File: config.mk
export PLATFORM = sky130hd
export DESIGN_NAME = gray_tracker
export DESIGN_NICKNAME = d
export VERILOG_FILES = /design/src/rtl/gray_pkg.sv /design/src/rtl/gray2bin.sv /design/src/rtl/gray_tracker.sv
export SDC_FILE = /design/constraint.sdc
export NUM_CORES = 1
export LEC_CHECK = 0
export CORE_MARGIN = 8
export CORE_UTILIZATION = 37
export CTS_CLUSTER_SIZE = 10
export DETAILED_ROUTE_END_ITERATION = 12
export PLACE_DENSITY_LB_ADDON = 0.3
export SLEW_MARGIN = 15
export SYNTH_ARGS = -nofsm -noshare
export SYNTH_HDL_FRONTEND = slang
export SYNTH_SLANG_ARGS = --single-unit
File: constraint.sdc
create_clock -name Clk -period 2.6 [get_ports Clk]
set_input_delay 0.39 -clock Clk [delete_from_list [all_inputs] [get_ports Clk]]
set_output_delay 0.39 -clock Clk [all_outputs]
set_load 0.02 [all_outputs]
File: src/rtl/gray_pkg.sv
// rtl/gray_pkg.sv - shared Gray tracker types, default width and Gray-to-binary helper
package gray_pkg;

  localparam int GRAY_W = 3;

  typedef enum logic [1:0] {
    ST_UNLOCKED = 2'd0,
    ST_LOCKED   = 2'd1,
    ST_FAULT    = 2'd2
  } state_t;

  // Reference conversion for any Gray producer/consumer checks at the default width
  function automatic logic [GRAY_W-1:0] g2b(input logic [GRAY_W-1:0] g);
    logic [GRAY_W-1:0] b;
    b[GRAY_W-1] = g[GRAY_W-1];
    for (int i = GRAY_W - 2; i >= 0; i--) begin
      b[i] = b[i+1] ^ g[i];
    end
    return b;
  endfunction

endpackage

File: src/rtl/gray2bin.sv
// rtl/gray2bin.sv - combinational Gray-to-binary converter
module gray2bin
  import gray_pkg::*;
#(
  parameter int W = GRAY_W
) (
  input  logic [W-1:0] gray,
  output logic [W-1:0] binary
);

  // Each binary bit is the parity of the Gray bits at and above it
  for (genvar i = 0; i < W; i++) begin : g_bit
    assign binary[i] = ^gray[W-1:i];
  end

endmodule

File: src/rtl/gray_tracker.sv
// rtl/gray_tracker.sv - Gray step checker with wrap extension; GRAY_ERR_CNT_EN enables error counting/resync
module gray_tracker
  import gray_pkg::*;
#(
  parameter int W      = GRAY_W,
  parameter int WRAP_W = 8
) (
  input  logic              Clk,
  input  logic              Reset,
  input  logic              Valid_In,
  input  logic [W-1:0]      Gray_In,
  output logic [W-1:0]      Bin_Out,
  output logic [WRAP_W+W-1:0] Count_Out,
  output logic              Wrap,
  output logic              Locked,
`ifdef GRAY_ERR_CNT_EN
  output logic [7:0]        Err_Cnt,
`endif
  output logic              Error
);

  localparam logic [W-1:0] BIN_MAX = {W{1'b1}};

  state_t            state, state_nxt;
  logic [W-1:0]      prev, prev_nxt;
  logic [W-1:0]      bin, bin_nxt;
  logic [WRAP_W-1:0] wrap_cnt, wrap_cnt_nxt;
  logic              wrap, wrap_nxt;
  logic              error, error_nxt;
  logic [W-1:0]      gin_bin;
  logic [W-1:0]      bin_inc;
  logic [W-1:0]      diff;
  logic              one_bit;
`ifdef GRAY_ERR_CNT_EN
  logic [7:0]        err_cnt, err_cnt_nxt;
`endif

  gray2bin #(.W(W)) u_gray2bin (
    .gray   (Gray_In),
    .binary (gin_bin)
  );

  assign bin_inc = bin + W'(1);
  assign diff    = Gray_In ^ prev;
  // Exactly one bit differs: nonzero and a power of two
  assign one_bit = (diff != '0) && ((diff & (diff - W'(1))) == '0);

  // State and datapath registers; reset discards all history
  always_ff @(posedge Clk) begin
    if (Reset) begin
      state    <= ST_UNLOCKED;
      prev     <= '0;
      bin      <= '0;
      wrap_cnt <= '0;
      wrap     <= 1'b0;
      error    <= 1'b0;
`ifdef GRAY_ERR_CNT_EN
      err_cnt  <= '0;
`endif
    end else begin
      state    <= state_nxt;
      prev     <= prev_nxt;
      bin      <= bin_nxt;
      wrap_cnt <= wrap_cnt_nxt;
      wrap     <= wrap_nxt;
      error    <= error_nxt;
`ifdef GRAY_ERR_CNT_EN
      err_cnt  <= err_cnt_nxt;
`endif
    end
  end

  // Next-state: lock on first sample, accept only +1 Gray steps, flag anything else
  always_comb begin
    state_nxt    = state;
    prev_nxt     = prev;
    bin_nxt      = bin;
    wrap_cnt_nxt = wrap_cnt;
    wrap_nxt     = 1'b0;
    error_nxt    = error;
`ifdef GRAY_ERR_CNT_EN
    err_cnt_nxt  = err_cnt;
`endif
    case (state)
      ST_UNLOCKED: begin
        if (Valid_In) begin
          prev_nxt     = Gray_In;
          bin_nxt      = gin_bin;
          wrap_cnt_nxt = '0;
          state_nxt    = ST_LOCKED;
        end
      end
      ST_LOCKED: begin
        if (Valid_In && (diff != '0)) begin
          if (one_bit && (gin_bin == bin_inc)) begin
            prev_nxt = Gray_In;
            bin_nxt  = gin_bin;
            if (bin == BIN_MAX) begin
              wrap_nxt     = 1'b1;
              wrap_cnt_nxt = wrap_cnt + WRAP_W'(1);
            end
          end else begin
            error_nxt = 1'b1;
`ifdef GRAY_ERR_CNT_EN
            // Resync to the offending sample and keep tracking
            err_cnt_nxt = (err_cnt == 8'hFF) ? err_cnt : err_cnt + 8'd1;
            prev_nxt    = Gray_In;
            bin_nxt     = gin_bin;
`else
            state_nxt   = ST_FAULT;
`endif
          end
        end
      end
      ST_FAULT: begin
        state_nxt = ST_FAULT;
      end
      default: begin
        state_nxt = ST_UNLOCKED;
      end
    endcase
  end

  assign Bin_Out   = bin;
  assign Count_Out = {wrap_cnt, bin};
  assign Wrap      = wrap;
  assign Locked    = (state != ST_UNLOCKED);
  assign Error     = error;
`ifdef GRAY_ERR_CNT_EN
  assign Err_Cnt   = err_cnt;
`endif

endmodule
# Word-level counts from Yosys, hierarchy flattened
# Cells that the tools add are included.
# totals
input_bits	6
ram_bits	0
memories	0
ff_bits	18
elab_cells	56
out_inout_bits	17
mem_bits_ro	0
latchBits	0
# op_classes
n_mux	18
magnitude_cmp	0
n_addsub	3
n_shift	0
eq_ne	9
n_bitwise	5
n_div	0
mul	0
n_reduce_logical	15
# op_table
op	n
8-bit two-way mux	4
3-bit two-way mux	6
8-bit one-hot mux with 2 select lines	1
3-bit one-hot mux with 2 select lines	2
2-bit inequality test (second input constant)	5
8-bit by 1-bit adder with 8-bit output (second input constant)	1
2-bit two-way mux	3
2-bit one-hot mux with 3 select lines	1
3-bit AND reduction	2
5-bit AND reduction	1
4-bit AND reduction	1
2-bit nonzero test	2
4-bit OR reduction	1
3-bit by 1-bit adder with 3-bit output (second input constant)	1
3-bit bitwise AND	1
3-bit equality test	1
3-bit equality test (second input constant)	1
1-bit logical AND	3
3-bit zero test	1
1-bit inverter	3
3-bit nonzero test	1
3-bit parity	1
3-bit by 1-bit subtractor with 3-bit output (second input constant)	1
3-bit XOR	1
other kinds (5)	5

# Longest topological paths before layout
# logic_depth
depth_word	9
ltp_mapped	7

# Modules after synthesis
# A second synthesis with hierarchy kept.
# hier_totals
cells_unflattened	149
hier_area_um2	1295.0
# by_module_without_submodules
mod	seq_area_each_um2	instances	cells_each	area_per_inst_um2
gray_tracker	360.3	1	146	1255.0
gray2bin	0.0	1	3	40.0

# Worst setup path before layout
# Ideal clock, no wire load.
# synth_path
path_kind	register -> register
from	register bin[0], in the netlist Bin_Out[0]
to	register bin[1], in the netlist Bin_Out[1]
path_slack_ns	0.277
stages_incl_launch_ff	8
t_arrival_ns	2.201
setup_time_ns	0.121
cell_sequence	dfxtp_1 -> ha_1 -> ha_1 -> or3_4 -> a21oi_4 -> nor2_2 -> o31ai_4 -> mux2_4
# synth_between
elab_chain_len	5
# synth_lines
element	line_no	rtl
start, declared	gray_tracker.sv:26	logic [W-1:0] bin, bin_nxt;
start signal, assigned	gray_tracker.sv:63	bin <= bin_nxt;
3-bit by 1-bit adder with 3-bit output	gray_tracker.sv:43	assign bin_inc = bin + W'(1);
3-bit equality test	gray_tracker.sv:95	if (one_bit && (gin_bin == bin_inc)) begin
1-bit logical AND	gray_tracker.sv:95	
2-bit inequality test (no source line)	--	
4-bit AND reduction (no source line)	--	
# Every way passes these cells.
# A chain may end at the register's enable or synchronous reset.

# Final worst setup path
# layout_path
from	register bin[0], in the netlist Bin_Out[0]
to	register wrap_cnt[3]
# layout_between
elab_chain_len	5
word_cells_on_any_way	7
cone_classes	1 x add/sub; 4 x eq/ne; 2 x reduce/logical
# layout_lines
element	line_no	rtl
3-bit by 1-bit adder with 3-bit output	gray_tracker.sv:43	
3-bit equality test	gray_tracker.sv:95	
1-bit logical AND	gray_tracker.sv:95	
2-bit inequality test (no source line)	--	
5-bit AND reduction (no source line) (*)	--	
end signal, assigned	gray_tracker.sv:64	wrap_cnt <= wrap_cnt_nxt;
end, declared	gray_tracker.sv:27	logic [WRAP_W-1:0] wrap_cnt, wrap_cnt_nxt;
# Every way passes the cells marked *; elsewhere a longest branch is shown, timed or not.

==> flow_metrics.tcl <==
set metrics [dict create \
    outcome "complete, no violations" \
    grt_pass1_vias 1142 \
    finalCritPeriodShare 0.8943 \
    ir_worst_vdd_mv 0.4132 \
    synth-main-ff-cell "dfxtp_1" \
    syn_to_final_growth_pct 22.67 \
    grt_pass1_wl_um 4988 \
    holdBufCountCts 0 \
    seqCellArea_um2 340.3 \
    netlist_area_mm2 0.001247 \
    grt_max_degree 11 \
    n_antenna_cell 0 \
    drive_gt1_frac 0.1548 \
    worstSetupStartpointType "flip-flop" \
    drc 0 \
    synth_edf_count 0 \
    fill_cells 339 \
    routed_wirelength_um 3048 \
    dp_slack_ns 0.08775 \
    worstMarginPinSlew_ns 0.5707 \
    yosysWarnings 0 \
    endpoint_kind "flip-flop" \
    cts_resized 0 \
    setup_tns_ns 0 \
    detail_route.iter0.violations 85 \
    worstPathRequired_ns 2.81 \
    clk_latency_ns 0.31 \
    vias_per_cell 5.336 \
    place_hpwl_um 2416 \
    r2r_start "Bin_Out[0]$_SDFFE_PP0P_" \
    clock_path_buffers 2 \
    grt_usage 0.1171 \
    critPathMaxFanout 6 \
    cts_made_buffers 3 \
    syn_area_per_cell_um2 8.663 \
    ant_nets 0 \
    ys_ff_latch 17 \
    setup_viol 0 \
    htree_levels 1 \
    worstPathArrival_ns 2.54 \
    first_pass_iters 4 \
    min_period_ns 2.325 \
    crit_start "Bin_Out[0]$_SDFFE_PP0P_" \
    rsz0062_at_grt "no" \
    wl_per_cell_um 14.24 \
    hold_class "reg -> reg" \
    slew_headroom 0.6135 \
    drv_slew 0 \
    io_buffers 22 \
    final-hold-violation-count 0 \
    die-area_mm2 0.005486 \
    die_w_um 74.07 \
    pin_count 23 \
    clock_sinks 17 \
    antenna_found_initial 0 \
    dr_total_vias 1142 \
    worst-setup-path-type "reg -> reg" \
    overflow 0 \
    cts_tree "done" \
    core_mm2 0.003284 \
    gp_congestion 0.8537 \
    power_density_mw_per_mm2 665.0 \
    die_h_um 74.07 \
    yosys.cell_types.count 50 \
    clk_pin_slew_ns 0.11 \
    multiInputGateArea_um2 809.5 \
    whs_ns 0.4500 \
    final_common_cell "clkdlybuf4s50_1" \
    max-cap-violations 0 \
    final_cell_mix "clkdlybuf4s50_1 (22), nand2_1 (21), dfxtp_1 (17)" \
    ys_async_sr_fraction 0 \
    syn_inst 144 \
    setup_slack_ns 0.2749 \
    min_from "Error$_SDFFE_PP0P_" \
    cts_setup_buffers 0 \
    cts_root_buffer "clkbuf_4" \
    max_freq_mhz 430.1 \
    p_leak_nw 0.5417 \
    initial_core_util 0.3798 \
    clock_skew_ns 0.008425 \
    row_count 21 \
    synth_seq_area_share 0.2728 \
    nets 180 \
    synth_nets 155 \
]
## cell families after synthesis
family	share of synthesized area
fa+ha+maj	0.05015
flops	0.2728
buf+inv	0.07823
xor+xnor	0.06319
mux	0.06018
compound gates	0.2347
simple gates	0.2407
## final cells by class
type	count	share of cell area
Sequential cell	17	0.2224
Multi-Input combinational cell	111	0.5290
Clock buffer	3	0.01472
Timing Repair Buffer	28	0.1733
Clock inverter	1	0.003271
Inverter	8	0.01962
Tap cell	46	0.03761
## Yosys cell counts (2+ instances only)
master	n	area share
nand2_1	21	0.063
dfxtp_1	17	0.27
inv_1	7	0.021
a31oi_1	6	0.030
mux2i_1	6	0.048
nand3_1	6	0.024
nor2_1	6	0.018
xnor2_1	6	0.042
ha_1	5	0.050
buf_4	4	0.024
nand2b_1	4	0.020
a31o_2	3	0.021
buf_6	3	0.027
nor3_1	3	0.012
xor2_1	3	0.021
a21oi_1	2	0.0080
a41oi_1	2	0.014
and3_1	2	0.010
nor2b_1	2	0.010
nor4b_1	2	0.014
o211ai_1	2	0.012
o21ai_0	2	0.0080
o21bai_1	2	0.012
or2_2	2	0.010
## flip-flops by register name, summed over array words and instances (netlist names)
register,cells
wrap_cnt,8
prev,3
Bin_Out,2
state,2
Error,1
Wrap,1
## power breakdown
| group | internal, W | switching (W) |
|---|---|---|
| registers | 0.000295 | 0.0000330 |
| clock network | 0.0000576 | 0.0000955 |
| logic | 0.000234 | 0.000303 |
## routing by layer
metal	vias up	GRT usage	routed length, um
met5	-	0	0
met2	36	0.2129	1519
met1	529	0.1205	1284
li1	571	-	-
met4	0	0.03548	36
met3	6	0.04447	207
## worst paths after layout
path,end,slack (ns),cells after the start
worst min register to register,Error$_SDFFE_PP0P_,0.45,2
worst min-delay path,Error$_SDFFE_PP0P_,0.45,2
worst max register to register,wrap_cnt[3]$_SDFFE_PP0P_,0.27,7
worst max-delay path,wrap_cnt[3]$_SDFFE_PP0P_,0.27,7
## worst max-delay path: stages, from the launching register on
cell and delay (ns):
dfxtp_1 0.38, ha_1 0.22, ha_1 0.31, or3_4 0.35, a21oi_4 0.20, o21ai_2 0.13, o311a_1 0.36, a211o_1 0.27
## per-stage QoR
step	area [um^2]	total power [W]	util	cells
final	1530	0.001018	0.4659	214
after global routing	1530	0.001084	0.4659	214
after CTS	1530	0.001028	0.4659	214
after detailed placement	1503	0.0008705	0.4575	210
after global placement	1503	0.0008551	0.4575	210
after floorplan	1247	0.0007237	-	144
No activity file was read; power rests on OpenSTA's default activity.
